==> src/rtl/cpu7_exu_lsu_if.sv <==
// Op encodings for the load/store unit and the SRAM-like data bus it masters.
// The package sits here so the unit and its users share one definition.
package cpu7_exu_lsu_pkg;
  localparam int LSOC1K_LSU_CODE_BIT = 4;
  typedef logic [LSOC1K_LSU_CODE_BIT-1:0] lsu_op_t;
  localparam lsu_op_t LSU_LD_B  = 4'd0;
  localparam lsu_op_t LSU_LD_H  = 4'd1;
  localparam lsu_op_t LSU_LD_W  = 4'd2;
  localparam lsu_op_t LSU_LD_BU = 4'd3;
  localparam lsu_op_t LSU_LD_HU = 4'd4;
  localparam lsu_op_t LSU_ST_B  = 4'd5;
  localparam lsu_op_t LSU_ST_H  = 4'd6;
  localparam lsu_op_t LSU_ST_W  = 4'd7;
endpackage

interface cpu7_exu_lsu_if #(parameter int GRLEN = 32);
  logic             data_req;
  logic             data_wr;
  logic [1:0]       data_size;
  logic [GRLEN-1:0] data_addr;
  logic [GRLEN-1:0] data_wdata;
  logic [3:0]       data_wstrb;
  logic             data_addr_ok;
  logic             data_data_ok;
  logic [GRLEN-1:0] data_rdata;

  modport master (
    output data_req, data_wr, data_size, data_addr, data_wdata, data_wstrb,
    input  data_addr_ok, data_data_ok, data_rdata
  );

  modport slave (
    input  data_req, data_wr, data_size, data_addr, data_wdata, data_wstrb,
    output data_addr_ok, data_data_ok, data_rdata
  );
endinterface

==> src/rtl/cpu7_exu_lsu.sv <==
// Single-outstanding load/store unit: one dispatched op, one bus transaction,
// exactly one completion pulse (misaligned ops complete without touching the bus).
//
// state | meaning
// IDLE  | no op in flight, dispatch accepted
// REQ   | data_req asserted, waiting for addr_ok
// WAIT  | request accepted, waiting for data_ok
// DONE  | completion pulse on lsu_ecl_*, dispatch accepted
module cpu7_exu_lsu
  import cpu7_exu_lsu_pkg::*;
#(
  parameter int GRLEN = 32
) (
  input  logic                           clk,
  input  logic                           resetn,
  input  logic                           ecl_lsu_valid_e,
  input  logic [LSOC1K_LSU_CODE_BIT-1:0] ecl_lsu_op_e,
  input  logic [GRLEN-1:0]               ecl_lsu_base_e,
  input  logic [GRLEN-1:0]               ecl_lsu_offset_e,
  input  logic [GRLEN-1:0]               ecl_lsu_wdata_e,
  input  logic [4:0]                     ecl_lsu_rd_e,
  input  logic                           ecl_lsu_wen_e,
  output logic [GRLEN-1:0]               lsu_ecl_rdata_m,
  output logic                           lsu_ecl_rdata_valid_m,
  output logic [4:0]                     lsu_ecl_rd_m,
  output logic                           lsu_ecl_wen_m,
  output logic                           lsu_ecl_ale_m,
  cpu7_exu_lsu_if.master                 bus
);

  typedef enum logic [1:0] {IDLE, REQ, WAIT, DONE} state_t;

  state_t     state;
  lsu_op_t    op_q;
  logic [1:0] addr_lo_q;
  logic [4:0] rd_q;
  logic       wen_q;
  logic       store_q;

  logic [GRLEN-1:0] addr_e, wdata_fmt, shifted, load_ext;
  logic [1:0]       size_e;
  logic [3:0]       wstrb_fmt;
  logic             store_e, mis_e;

  always_comb begin
    addr_e  = ecl_lsu_base_e + ecl_lsu_offset_e;
    store_e = 1'b0;
    size_e  = 2'd2;
    case (ecl_lsu_op_e)
      LSU_LD_B, LSU_LD_BU: size_e = 2'd0;
      LSU_LD_H, LSU_LD_HU: size_e = 2'd1;
      LSU_ST_B: begin size_e = 2'd0; store_e = 1'b1; end
      LSU_ST_H: begin size_e = 2'd1; store_e = 1'b1; end
      LSU_ST_W: store_e = 1'b1;
      default: ;
    endcase
    mis_e = (size_e == 2'd1 && addr_e[0]) || (size_e == 2'd2 && addr_e[1:0] != 2'b00);
    wdata_fmt = '0;
    wstrb_fmt = '0;
    if (store_e) begin
      case (size_e)
        2'd0: begin
          wdata_fmt = {4{ecl_lsu_wdata_e[7:0]}};
          wstrb_fmt = 4'b0001 << addr_e[1:0];
        end
        2'd1: begin
          wdata_fmt = {2{ecl_lsu_wdata_e[15:0]}};
          wstrb_fmt = 4'b0011 << addr_e[1:0];
        end
        default: begin
          wdata_fmt = ecl_lsu_wdata_e;
          wstrb_fmt = 4'b1111;
        end
      endcase
    end
  end

  // Load result is formed from the live bus data in the cycle it is captured.
  always_comb begin
    shifted = bus.data_rdata >> {addr_lo_q, 3'b000};
    case (op_q)
      LSU_LD_B:  load_ext = {{(GRLEN-8){shifted[7]}}, shifted[7:0]};
      LSU_LD_BU: load_ext = {{(GRLEN-8){1'b0}}, shifted[7:0]};
      LSU_LD_H:  load_ext = {{(GRLEN-16){shifted[15]}}, shifted[15:0]};
      LSU_LD_HU: load_ext = {{(GRLEN-16){1'b0}}, shifted[15:0]};
      LSU_LD_W:  load_ext = shifted;
      default:   load_ext = '0;
    endcase
  end

  always_ff @(posedge clk) begin
    if (!resetn) begin
      state                 <= IDLE;
      op_q                  <= LSU_LD_B;
      addr_lo_q             <= '0;
      rd_q                  <= '0;
      wen_q                 <= 1'b0;
      store_q               <= 1'b0;
      bus.data_req          <= 1'b0;
      bus.data_wr           <= 1'b0;
      bus.data_size         <= '0;
      bus.data_addr         <= '0;
      bus.data_wdata        <= '0;
      bus.data_wstrb        <= '0;
      lsu_ecl_rdata_m       <= '0;
      lsu_ecl_rdata_valid_m <= 1'b0;
      lsu_ecl_rd_m          <= '0;
      lsu_ecl_wen_m         <= 1'b0;
      lsu_ecl_ale_m         <= 1'b0;
    end else begin
      lsu_ecl_rdata_m       <= '0;
      lsu_ecl_rdata_valid_m <= 1'b0;
      lsu_ecl_rd_m          <= '0;
      lsu_ecl_wen_m         <= 1'b0;
      lsu_ecl_ale_m         <= 1'b0;
      case (state)
        IDLE, DONE: begin
          state <= IDLE;
          if (ecl_lsu_valid_e) begin
            op_q      <= ecl_lsu_op_e;
            addr_lo_q <= addr_e[1:0];
            rd_q      <= ecl_lsu_rd_e;
            wen_q     <= ecl_lsu_wen_e;
            store_q   <= store_e;
            if (mis_e) begin
              state                 <= DONE;
              lsu_ecl_rdata_valid_m <= 1'b1;
              lsu_ecl_rd_m          <= ecl_lsu_rd_e;
              lsu_ecl_ale_m         <= 1'b1;
            end else begin
              state          <= REQ;
              bus.data_req   <= 1'b1;
              bus.data_wr    <= store_e;
              bus.data_size  <= size_e;
              bus.data_addr  <= addr_e;
              bus.data_wdata <= wdata_fmt;
              bus.data_wstrb <= wstrb_fmt;
            end
          end
        end
        REQ: begin
          if (bus.data_addr_ok) begin
            bus.data_req <= 1'b0;
            if (bus.data_data_ok) begin
              state                 <= DONE;
              lsu_ecl_rdata_valid_m <= 1'b1;
              lsu_ecl_rd_m          <= rd_q;
              lsu_ecl_wen_m         <= wen_q & ~store_q;
              lsu_ecl_rdata_m       <= load_ext;
            end else begin
              state <= WAIT;
            end
          end
        end
        WAIT: begin
          if (bus.data_data_ok) begin
            state                 <= DONE;
            lsu_ecl_rdata_valid_m <= 1'b1;
            lsu_ecl_rd_m          <= rd_q;
            lsu_ecl_wen_m         <= wen_q & ~store_q;
            lsu_ecl_rdata_m       <= load_ext;
          end
        end
        default: state <= IDLE;
      endcase
    end
  end

endmodule

==> src/flat_wrapper.sv <==
// flat-port wrapper written by rule: the top's interface ports become plain ports
module cpu7_exu_lsu_flat import cpu7_exu_lsu_pkg::*;
#(
  parameter int GRLEN = 32
)
  (clk, resetn, ecl_lsu_valid_e, ecl_lsu_op_e, ecl_lsu_base_e, ecl_lsu_offset_e, ecl_lsu_wdata_e, ecl_lsu_rd_e, ecl_lsu_wen_e, lsu_ecl_rdata_m, lsu_ecl_rdata_valid_m, lsu_ecl_rd_m, lsu_ecl_wen_m, lsu_ecl_ale_m, bus_data_req, bus_data_wr, bus_data_size, bus_data_addr, bus_data_wdata, bus_data_wstrb, bus_data_addr_ok, bus_data_data_ok, bus_data_rdata);
  cpu7_exu_lsu_if #(.GRLEN(GRLEN)) bus_i ();
  input  logic clk;
  input  logic resetn;
  input  logic ecl_lsu_valid_e;
  input  logic [LSOC1K_LSU_CODE_BIT-1:0] ecl_lsu_op_e;
  input  logic [GRLEN-1:0] ecl_lsu_base_e;
  input  logic [GRLEN-1:0] ecl_lsu_offset_e;
  input  logic [GRLEN-1:0] ecl_lsu_wdata_e;
  input  logic [4:0] ecl_lsu_rd_e;
  input  logic ecl_lsu_wen_e;
  output logic [GRLEN-1:0] lsu_ecl_rdata_m;
  output logic lsu_ecl_rdata_valid_m;
  output logic [4:0] lsu_ecl_rd_m;
  output logic lsu_ecl_wen_m;
  output logic lsu_ecl_ale_m;
  output wire logic [$bits(bus_i.data_req)-1:0] bus_data_req;
  output wire logic [$bits(bus_i.data_wr)-1:0] bus_data_wr;
  output wire logic [$bits(bus_i.data_size)-1:0] bus_data_size;
  output wire logic [$bits(bus_i.data_addr)-1:0] bus_data_addr;
  output wire logic [$bits(bus_i.data_wdata)-1:0] bus_data_wdata;
  output wire logic [$bits(bus_i.data_wstrb)-1:0] bus_data_wstrb;
  input wire logic [$bits(bus_i.data_addr_ok)-1:0] bus_data_addr_ok;
  input wire logic [$bits(bus_i.data_data_ok)-1:0] bus_data_data_ok;
  input wire logic [$bits(bus_i.data_rdata)-1:0] bus_data_rdata;
  assign bus_data_req = bus_i.data_req;
  assign bus_data_wr = bus_i.data_wr;
  assign bus_data_size = bus_i.data_size;
  assign bus_data_addr = bus_i.data_addr;
  assign bus_data_wdata = bus_i.data_wdata;
  assign bus_data_wstrb = bus_i.data_wstrb;
  assign bus_i.data_addr_ok = bus_data_addr_ok;
  assign bus_i.data_data_ok = bus_data_data_ok;
  assign bus_i.data_rdata = bus_data_rdata;
  cpu7_exu_lsu #(.GRLEN(GRLEN)) u_core (.clk(clk), .resetn(resetn), .ecl_lsu_valid_e(ecl_lsu_valid_e), .ecl_lsu_op_e(ecl_lsu_op_e), .ecl_lsu_base_e(ecl_lsu_base_e), .ecl_lsu_offset_e(ecl_lsu_offset_e), .ecl_lsu_wdata_e(ecl_lsu_wdata_e), .ecl_lsu_rd_e(ecl_lsu_rd_e), .ecl_lsu_wen_e(ecl_lsu_wen_e), .lsu_ecl_rdata_m(lsu_ecl_rdata_m), .lsu_ecl_rdata_valid_m(lsu_ecl_rdata_valid_m), .lsu_ecl_rd_m(lsu_ecl_rd_m), .lsu_ecl_wen_m(lsu_ecl_wen_m), .lsu_ecl_ale_m(lsu_ecl_ale_m), .bus(bus_i));
endmodule
==> config.mk <==
export PLATFORM = sky130hd
export DESIGN_NAME = cpu7_exu_lsu_flat
export DESIGN_NICKNAME = d
export VERILOG_FILES = /design/src/rtl/cpu7_exu_lsu_if.sv /design/src/rtl/cpu7_exu_lsu.sv /design/src/flat_wrapper.sv
export SDC_FILE = /design/constraint.sdc
export NUM_CORES = 1
export LEC_CHECK = 0
export CORE_UTILIZATION = 49
export CTS_CLUSTER_DIAMETER = 200
export DETAILED_ROUTE_END_ITERATION = 12
export GPL_TIMING_DRIVEN = 0
export PLACE_DENSITY = 0.93
export SYNTH_ARGS = -nofsm -noshare
export SYNTH_HDL_FRONTEND = slang
export SYNTH_SLANG_ARGS = --single-unit
==> constraint.sdc <==
create_clock -name clk -period 4.85 [get_ports clk]
set_clock_uncertainty 0.1 [all_clocks]
set_input_delay 1.2125 -clock clk [delete_from_list [all_inputs] [get_ports clk]]
set_output_delay 1.2125 -clock clk [all_outputs]
set_load 0.01 [all_outputs]
# Word-level counts from Yosys, hierarchy flattened
# Cells that the tools add are included.
dict set report op_classes {
  shifts 3
  bitwise 3
  eq_ne 19
  n_addsub 1
  mux 33
  n_reduce_logical 18
}
# cell count
set ops {}
lappend ops {{32-bit case mux with 5 select lines} 1}
lappend ops {{32-bit case mux with 2 select lines} 2}
lappend ops {{32-bit 2-to-1 mux} 3}
lappend ops {{32-bit adder} 1}
lappend ops {{32-bit by 5-bit right shift with 32-bit output} 1}
lappend ops {{4-bit by 3-bit == test with 1-bit output, second input constant} 5}
lappend ops {{5-bit 2-to-1 mux} 4}
lappend ops {{5-bit case mux with 3 select lines} 1}
lappend ops {{4-bit by 2-bit == test with 1-bit output, second input constant} 3}
lappend ops {{1-bit 2-to-1 mux} 11}
lappend ops {{3-bit OR reduction} 3}
lappend ops {{4-bit by 1-bit == test with 1-bit output, second input constant} 2}
lappend ops {{4-bit zero test} 2}
lappend ops {{2-bit 2-to-1 mux} 4}
lappend ops {{2-bit inequality test, second input constant} 4}
lappend ops {{4-bit case mux with 2 select lines} 1}
lappend ops {{2-bit == test, second input constant} 3}
lappend ops {{2-bit case mux with 3 select lines} 1}
lappend ops {{2-bit AND reduction} 3}
lappend ops {{2-bit by 1-bit == test with 1-bit output, second input constant} 2}
lappend ops {{2-bit zero test} 2}
lappend ops {{4-bit 2-to-1 mux} 1}
lappend ops {{1-bit case mux with 2 select lines} 2}
lappend ops {{2-bit case mux with 2 select lines} 1}
lappend ops {{11 further kinds} 14}
dict set report totals {
  elab_cells 94
  ff_bits 127
  output_inout_bits 112
  input_bits 143
}

# Depth between registers and ports, before layout
# Gate-level depths: netlist (run 1).
dict set report logic_depth {
  ltp_word 9
  mapped_depth 11
  mapped_depth_nobuf 11
}

# Worst setup path before layout (run 1)
# Ideal clock, no wire load.
dict set report synth_path {
  path_kind {input port to flip-flop}
  start {in ecl_lsu_base_e[0]}
  end {reg u_core.bus.data_addr[28]}
  path_buffers 0
  cell_stages 11
  required_ps 4633
  t_arrival_ps 3430
  setup_time_ps 117
  setup_slack_ps 1203
  path_cell_list {ha_1 > inv_1 > fa_1 > and2b_2 > o211ai_4 > a2111o_1 > o221ai_2 > o221ai_2 > o31ai_2 > xor2_1 > a22o_2}
}
dict set report synth_between {
  elab_chain_cells 6
  word_cells_on_any_way 7
  classes_between {add/sub: 1; bitwise: 1; reduce/logical: 5}
}
# element line
set synth_lines {}
lappend synth_lines {{from (decl)} flat_wrapper.sv:12} ;# input logic [GRLEN-1:0] ecl_lsu_base_e;
lappend synth_lines {{32-bit adder (*)} cpu7_exu_lsu.sv:46} ;# addr_e = ecl_lsu_base_e + ecl_lsu_offset_e;
lappend synth_lines {{2-bit nonzero test} cpu7_exu_lsu.sv:57} ;# mis_e = (size_e == 2'd1 && addr_e[0]) || (size_e == 2'd2 && addr_e[1:0] != 2'b00);
lappend synth_lines {{1-bit logical AND} cpu7_exu_lsu.sv:57}
lappend synth_lines {{1-bit logical OR} cpu7_exu_lsu.sv:57}
lappend synth_lines {{1-bit NOT (no source line)} n/a}
lappend synth_lines {{3-bit AND reduction (no source line)} n/a}
lappend synth_lines {{to (signal assigned)} cpu7_exu_lsu.sv:135} ;# bus.data_addr <= addr_e;
lappend synth_lines {{to (decl)} cpu7_exu_lsu_if.sv:28} ;# output data_req, data_wr, data_size, data_addr, data_wdata, data_wstrb,
# Every way passes the cells marked *; elsewhere a longest branch is shown, timed or not.
# A chain may end at the register's enable or synchronous reset.

# Final worst setup path (run 1)
# Same ends and word-level chain as after synthesis.

==> results of run 1 <==
[sequential cells by signal (all words and copies together), names as in the netlist]
| name | flops |
|---|---|
| u_core.addr_lo_q | 2 |
| u_core.bus.data_addr | 32 |
| u_core.bus.data_req | 1 |
| u_core.bus.data_size | 2 |
| u_core.bus.data_wdata | 32 |
| u_core.bus.data_wr | 1 |
| u_core.bus.data_wstrb | 4 |
| u_core.lsu_ecl_ale_m | 1 |
| u_core.lsu_ecl_rd_m | 5 |
| u_core.lsu_ecl_rdata_m | 32 |
| u_core.lsu_ecl_rdata_valid_m | 1 |
| u_core.lsu_ecl_wen_m | 1 |
| u_core.op_q | 4 |
| u_core.rd_q | 5 |
| u_core.state | 2 |
| u_core.store_q | 1 |
| u_core.wen_q | 1 |
[Yosys cell counts (4+ instances only)]
library cell  number  share of area
dfxtp_1          127           0.37
nand2_1          113          0.061
a21oi_1           90          0.065
nor2_1            56          0.030
o21ai_0           50          0.036
nor2b_1           44          0.040
clkbuf_1          37          0.020
ha_1              33          0.059
and2_1            25          0.023
mux2i_1           21          0.030
a22o_1            20          0.025
inv_1             18         0.0097
a211oi_1          17          0.018
a21o_1            14          0.015
nor3_1            13         0.0094
xor2_1            13          0.016
a21boi_0          12          0.013
a22oi_1           12          0.013
xnor2_1           11          0.014
buf_2             10         0.0072
mux2_2            10          0.016
o22ai_1            8         0.0072
nand3_1            7         0.0050
o211ai_1           6         0.0065
o21bai_1           6         0.0065
o31ai_1            6         0.0065
a31oi_1            5         0.0045
o21a_1             5         0.0054
nand4_1            4         0.0036
or3_1              4         0.0036
[routing by layer]
metal	share of wire	track usage
met5	0	0
met4	0.028	0.134
met3	0.094	0.0898
met2	0.49	0.576
met1	0.38	0.366
[cells by family (layout without fill, tap and decap cells)]
logic type,count (synthesis),count (layout),share of synthesized area
AOI/OAI and AO/OA,274,274,0.259
xor gates and xnor gates,24,24,0.0303
adders and majority gates,34,34,0.0624
buffers and inverters,67,352,0.0380
DFF,127,127,0.366
muxes,31,31,0.0465
and+or+nand+nor,286,286,0.198
[worst max-delay path by stage]
stage / end / slack [ns] / cells after the start
floorplan: u_core.bus.data_addr[28] / 1.20 / 11
global placement: u_core.bus.data_addr[28] / 0.47 / 12
detailed placement: u_core.bus.data_addr[28] / 0.42 / 12
CTS: u_core.bus.data_addr[28] / 0.86 / 12
global route: u_core.bus.data_addr[28] / 0.72 / 12
finish: u_core.bus.data_addr[28] / 0.82 / 12
[power by group]
group | leakage (nW) | switching [W] | total (W) | internal, W
Sequential | 1.03 | 0.0000728 | 0.00124 | 0.00117
Combinational | 2.62 | 0.000775 | 0.00138 | 0.000604
Clock | 0.302 | 0.000472 | 0.00139 | 0.000914
[per-stage QoR]
stage	setup slack (ns)	area [um2]	instances
after floorplan	1.20	6940	843
after CTS	0.855	10300	1308
after global routing	0.721	10300	1308
after global placement	0.469	9700	1276
final	0.821	10300	1308
after detailed placement	0.423	9700	1276
[worst max-delay path: stages]
cell	delay (ns)
clkdlybuf4s50_1	0.47
ha_1	0.20
inv_1	0.06
fa_1	0.39
and2b_2	0.27
o211ai_4	0.11
a2111o_1	0.48
o221ai_2	0.30
o221ai_2	0.19
o31ai_2	0.23
xor2_1	0.11
a22o_2	0.21
[final cells by class]
| class | instances | share of cell area |
|---|---|---|
| well taps | 180 | 0.0218 |
| inverters | 18 | 0.00653 |
| clock inverters | 9 | 0.0150 |
| repair buffers | 253 | 0.245 |
| flip-flops and latches | 127 | 0.246 |
| multi-input cells | 649 | 0.400 |
| clock buffers | 23 | 0.0472 |
| plain buffers | 49 | 0.0190 |
==> flow_summary.yaml, run 1 <==
clock_network:
  cts_tree: "done"
  cts_root_buffer: "clkbuf_16"
  cts_buffers: 17
  postCtsSetupBuffers: 0
  ctsResizeCount: 0
  clockBufferDepth: 2
  cts_max_level: 4
  cts_sinks: 127
  hold_buffers: 0
  clock_latency_ns: 0.42
  clk_pin_slew_worst_paths_ns: 0.06
flow_run:
  drv_cap: 0
placement:
  port_buffers: 253
  dpl.hpwl_mm: 17.2
  gp_congestion: 0.943
critical_path:
  cp_data_required_time_ns: 5.06
  cp-start-kind: "primary input"
  worstSetupEndpointType: "register"
  crit_start: "ecl_lsu_base_e[0]"
  r2r_start: "u_core.state[0]"
  crit_path_max_fanout: 5
  reg2reg_depth: 6
  arrival_ns: 4.24
  critPathKind: "primary input to register"
  rr_endpoint: "u_core.lsu_ecl_rdata_m[4]"
  rrSetupSlack_ns: 1.71
synth:
  syn_avg_cell_area_um2: 8.23
  synth_cells: 843
  yosysWarnings: 0
  synth-edff-count: 0
  synth-main-ff-cell: "dfxtp_1"
  syn_nets: 1020
  ys_types: 64
  seq_area_frac_synth: 0.366
  synth-seq-cells: 127
  ys_async_sr_fraction: 0
  syn_area_um2: 6940
status:
  status: "finished clean"
sta:
  hold_ws_ns: 0.371
  hold_viol_final: 0
  worst_pin_slew_ns: 1.36
  maxSlewHeadroom: 0.0835
  min_period_over_period: 0.831
  finalSetupViolCount: 0
  slew_viol_final: 0
  setup_tns_ns: 0
  max_freq_mhz: 248
  fin_crit_ns: 4.03
  rsz0062_at_grt: "false"
route:
  drt_iter0_drc: 681
  routed_wl_mm: 23.7
  drc: 0
  vias: 7538
  dr.pass1.iters: 5
  ant_nets: 0
  wl_per_cell_um: 18.2
  detail_route.vias_per_cell: 5.76
min_path:
  whs_endpoint: "u_core.rd_q[3]"
  min_path_type: "register to register"
  worstHoldPathCells: 2
  hp-start: "u_core.rd_q[3]"
power_and_ir_drop:
  ir_worst_vdd_mv: 0.280
  p_total_w: 0.00400
  power.leakage_nw: 3.95
  p_per_area_nw_per_um2: 387
global_routing:
  grt-ovfl-total: 0
  grt_pass1_wl_mm: 36.8
  grt_pass1_vias: 7144
  track_usage: 0.326
  grt_max_degree: 17
  antenna_found_initial: 0
layout:
  multiInputGateArea_um2: 4140
  diodes: 0
  final_common_cell: "clkdlybuf4s50_1"
  drive_gt1_frac: 0.0612
  area_growth_pct: 49.0
  postLayoutCoreUtil: 0.748
  nFillCells: 983
  layout.nets: 1292
  final-seq-area_um2: 2540
  final_cell_mix: "clkdlybuf4s50_1 (253), dfxtp_1 (127), nand2_1 (113)"
floorplanning:
  ios: 255
  die_x_um: 121
  dieArea_um2: 14600
  start_util: 0.502
  core_area_um2: 13800
  die_h_um: 121
  fp-row-count: 43
No activity file was read; power rests on OpenSTA's default activity.
==> run 2: changes to the inputs <==
- CORE_UTILIZATION: 49 -> 41
- PLACE_DENSITY: 0.93 -> 0.84
- clock period: 4.85 -> 3.45 ns (I/O delays scaled with it)
==> flow_summary.yaml, run 2 (synthesis results as in run 1) <==
status:
  status: "finished clean"
critical_path:
  critPathKind: "primary input to register"
  worstSetupEndpointType: "register"
  cp_cell_sequence: "clkdlybuf4s50_1 > inv_1 > fa_2 > and2b_2 > o211ai_4 > a2111o_1 > o221ai_4 > o221ai_2 > o31ai_2 > xor2_1 > a22o_2"
  crit_path_max_fanout: 4
  cp_data_required_time_ns: 3.67
  crit_path_top_delay_cell: "clkdlybuf4s50_1"
  arrival_ns: 3.61
  cpPeakStageDelay_ns: 0.48
  cp-start-kind: "primary input"
route:
  routed_wl_mm: 23.4
  detail_route.vias_per_cell: 5.35
  ant_nets: 0
  drt_iter0_drc: 422
  wl_per_cell_um: 17.3
  dr.pass1.iters: 7
  vias: 7226
  drc: 0
placement:
  port_buffers: 253
  gp_congestion: 0.930
  placed_area_um2: 9750
  dpl.hpwl_mm: 17.9
  pre_cts_ws_ns: -0.633
global_routing:
  grt_pass1_vias: 6913
  grt-ovfl-total: 0
  track_usage: 0.268
  antenna_found_initial: 1
  grt_max_degree: 17
  grt_pass1_wl_mm: 36.4
clock_network:
  hold_buffers: 0
  clock_latency_ns: 0.42
  clockBufferDepth: 2
  cts_tree: "done"
  clk_pin_slew_worst_paths_ns: 0.06
  cts_root_buffer: "clkbuf_16"
  cts_buffers: 17
  cts_max_level: 4
  cts_sinks: 127
layout:
  final_cell_mix: "clkdlybuf4s50_1 (251), dfxtp_1 (127), nand2_1 (113)"
  area_growth_pct: 49.1
  top_regs: "u_core.bus.data_addr x32, u_core.bus.data_wdata x32, u_core.lsu_ecl_rdata_m x32"
  finalInstanceArea_um2: 10400
  final_common_cell: "clkdlybuf4s50_1"
  diodes: 0
  drive_gt1_frac: 0.0673
  layout.nets: 1296
floorplanning:
  die_x_um: 132
  start_util: 0.419
  core_area_um2: 16600
  fp-row-count: 47
  dieArea_um2: 17500
  die_h_um: 132
  ios: 255
sta:
  hold_viol_final: 0
  worst_pin_slew_ns: 0.799
  finalSetupViolCount: 0
  worst_slack_ns: 0.0557
  min_period_over_period: 0.984
  max_freq_mhz: 295
  fin_crit_ns: 3.39
  rsz0062_at_grt: "false"
  slew_viol_final: 0
  maxSlewHeadroom: 0.463
min_path:
  min_path_type: "register to register"
power_and_ir_drop:
  p_per_area_nw_per_um2: 514
  power.leakage_nw: 3.94
  ir_worst_vdd_mv: 0.415
flow_run:
  drv_cap: 0
-- run 2: final cells by class --
type | instances | area, um2
multi-input combinational | 649 | 4170
clock inverter | 7 | 62.6
tap | 220 | 275
inverter | 18 | 67.6
fill | 1437 | 6230
clock buffer | 23 | 478
sequential | 127 | 2540
timing repair buffer | 257 | 2560
buffer | 49 | 198
-- run 2: power by group --
| part | internal (W) | switching (W) |
|---|---|---|
| Sequential | 0.00164 | 0.0000968 |
| Clock | 0.00103 | 0.000629 |
| Combinational | 0.000858 | 0.00106 |
| Total | 0.00353 | 0.00179 |
-- run 2: what timing repair did --
item | CTS | global route
setup buffers | 4 | 0
setup endpoints to repair | 13 | 3
gates resized for setup | 6 | 2
pin swaps | 8 | 1
-- run 2: path summary, 6_finish.rpt --
path                                        start                        end  slack (ns)  cells after the start
worst max-delay path            ecl_lsu_base_e[1]   u_core.bus.data_addr[28]        0.06                     11
worst min-delay path               u_core.rd_q[2]             u_core.rd_q[2]        0.36                      2
worst max register to register    u_core.state[0]  u_core.bus.data_wdata[30]        0.73                      9
worst min register to register     u_core.rd_q[2]             u_core.rd_q[2]        0.36                      2
-- run 2: per-stage QoR --
step                      power [W]  hold WS, ns  utilization  setup TNS [ns]  instances
after floorplan             0.00288        0.339            -               0        843
after global placement      0.00361        0.347        0.588          -22.00       1316
after detailed placement    0.00365        0.357        0.588          -24.36       1316
after CTS                   0.00532        0.364        0.623               0       1350
after global routing        0.00561        0.386        0.624               0       1350
final                       0.00532        0.362        0.624               0       1350
-- run 2: metal layers --
metal / part of all wire / global-route usage
met5: 0 / 0
met4: 0.028 / 0.0988
met3: 0.086 / 0.0873
met2: 0.48 / 0.466
met1: 0.40 / 0.306
-- run 2: critical path, delay by kind of cell --
| family | cells | cell delay (ns) |
|---|---|---|
| buffers and inverters | 2 | 0.55 |
| XOR/XNOR | 1 | 0.12 |
| AO/OA/AOI/OAI | 6 | 1.44 |
| adder cells (fa/ha/maj) | 1 | 0.39 |
| AND/OR/NAND/NOR | 1 | 0.25 |
==> run 3: changes to the inputs <==
- CORE_MARGIN: unset -> 3
- TNS_END_PERCENT: unset -> 50
==> flow_summary.yaml, run 3 (synthesis results as in run 1) <==
global_routing:
  grt-ovfl-total: 0
  use_met3: 0.0803
  met1_usage: 0.293
  grt-busiest-layer: "met2"
  grt_max_degree: 17
  antenna_found_initial: 3
  grt_pass1_wl_mm: 36.2
  grt_use_met2: 0.423
  track_usage: 0.250
  grt_pass1_vias: 7025
critical_path:
  crit_start: "ecl_lsu_base_e[15]"
  r2r_start: "u_core.state[0]"
  critPathKind: "primary input to register"
  cp-start-kind: "primary input"
  cp_cell_sequence: "clkdlybuf4s50_1 > ha_1 > buf_2 > a21o_1 > o21bai_1 > a2111oi_4 > o221ai_4 > buf_4 > o21ai_2 > o31ai_2 > xnor2_1 > a22o_1"
  cpPeakStageDelay_ns: 0.43
  cp.depth: 12
  worstSetupEndpointType: "register"
  reg2reg_depth: 9
  crit_path_top_delay_cell: "a2111oi_4"
  cp_num_buf_inv: 3
  crit_family: "compound AO/OA/AOI/OAI gates"
  crit_path_max_fanout: 7
  rrSetupSlack_ns: 0.48
  cp_data_required_time_ns: 3.66
  arrival_ns: 3.54
clock_network:
  cts_root_buffer: "clkbuf_16"
  cts_buffers: 17
  clock_latency_ns: 0.42
  cts_max_level: 4
  hold_buffers: 0
  clockBufferDepth: 2
  cts_sinks: 127
  clk_pin_slew_worst_paths_ns: 0.06
  cts_tree: "done"
layout:
  layout.nets: 1298
  area_growth_pct: 50.0
  final_cell_mix: "clkdlybuf4s50_1 (249), dfxtp_1 (127), nand2_1 (113)"
  final_cells: 1351
  final_common_cell: "clkdlybuf4s50_1"
  drive_gt1_frac: 0.0705
  top_regs: "u_core.bus.data_addr x32, u_core.bus.data_wdata x32, u_core.lsu_ecl_rdata_m x32"
min_path:
  hp-start: "u_core.bus.data_wstrb[2]"
  min_path_type: "register to register"
  worstHoldPathCells: 2
power_and_ir_drop:
  p_per_area_nw_per_um2: 521
  power.leakage_nw: 3.98
  ir_worst_vdd_mv: 0.354
sta:
  worst_pin_slew_ns: 0.769
  maxSlewHeadroom: 0.483
  hold_ws_ns: 0.365
  hold_viol_final: 0
  min_period_over_period: 0.966
  finalSetupViolCount: 0
  rsz0062_at_grt: "false"
  max_freq_mhz: 300
  fin_crit_ns: 3.33
  slew_viol_final: 0
placement:
  port_buffers: 253
  gp_congestion: 0.907
  post-place-cells: 1312
  dpl.hpwl_mm: 18.3
floorplanning:
  dieArea_um2: 18500
  die_x_um: 136
  die_h_um: 136
  ios: 255
  start_util: 0.428
  fp-row-count: 46
  core_area_um2: 16200
flow_run:
  drv_cap: 0
route:
  routed_wl_mm: 23.9
  wl_per_cell_um: 17.7
  vias: 7306
  dr.pass1.iters: 6
  drt_iter0_drc: 444
  ant_nets: 0
  detail_route.vias_per_cell: 5.41
  drc: 0
status:
  status: "finished clean"
run 3: cell types whose count changed in the layout (fill, tap and decap cells not counted), moves of 2 or more:
cell,previous run,this run
buf_4,4,6
clkdlybuf4s50_1,251,249
clkinvlp_4,1,3
dlymetal6s2s_1,0,2
inv_1,18,16
inv_2,0,2
run 3: layout make-up:
class / instances / area [um2]
diodes: 1 / 2.50
plain buffers: 49 / 196
clock buffers: 22 / 474
clock inverters: 10 / 111
fillers: 1378 / 5820
inverters: 18 / 67.6
multi-input cells: 649 / 4170
flip-flops and latches: 127 / 2540
well taps: 216 / 270
repair buffers: 259 / 2580
run 3: repair_timing:
action | 4_1_cts | 5_1_grt
pin swaps | 9 | 6
setup buffers | 4 | 2
endpoints found under the setup margin | 4 | 2
resized for setup | 6 | 4
gates cloned | 0 | 0
run 3: path summary, 6_finish.rpt:
kind	to
min reg2reg	u_core.bus.data_wstrb[2]
max reg2reg	u_core.bus.data_wdata[30]
max	u_core.bus.data_addr[30]
min	u_core.bus.data_wstrb[2]
run 3: power breakdown:
group / total, W / switching, W / internal, W
Combinational: 0.00192 / 0.00106 / 0.000861
Sequential: 0.00174 / 0.0000966 / 0.00164
Clock: 0.00177 / 0.000658 / 0.00112
Total: 0.00543 / 0.00181 / 0.00362
run 3: routing by layer:
metal	share of wire	vias up	wire length (um)
li1	-	3550	-
met3	0.097	54	2310
met5	0.0011	-	27
met2	0.48	316	11400
met4	0.033	4	796
met1	0.39	3382	9360
run 3: tightest hold or removal path: cells and delay by family, from the launching register on:
kind	cells	cell delay, ns
compound gates	1	0.06
simple gates	1	0.05
flops	1	0.30
run 3: through the flow:
step / worst slack, ns / setup TNS, ns / area, um2 / utilization / power [W]
2_1_floorplan: 0.153 / 0 / 6940 / - / 0.00288
3_3_place_gp: -0.603 / -19.06 / 9740 / 0.600 / 0.00360
3_5_place_dp: -0.625 / -22.67 / 9740 / 0.600 / 0.00363
4_1_cts: 0.0412 / 0 / 10400 / 0.639 / 0.00542
5_1_grt: 0.0139 / 0 / 10400 / 0.642 / 0.00572
6_report: 0.118 / 0 / 10400 / 0.642 / 0.00543
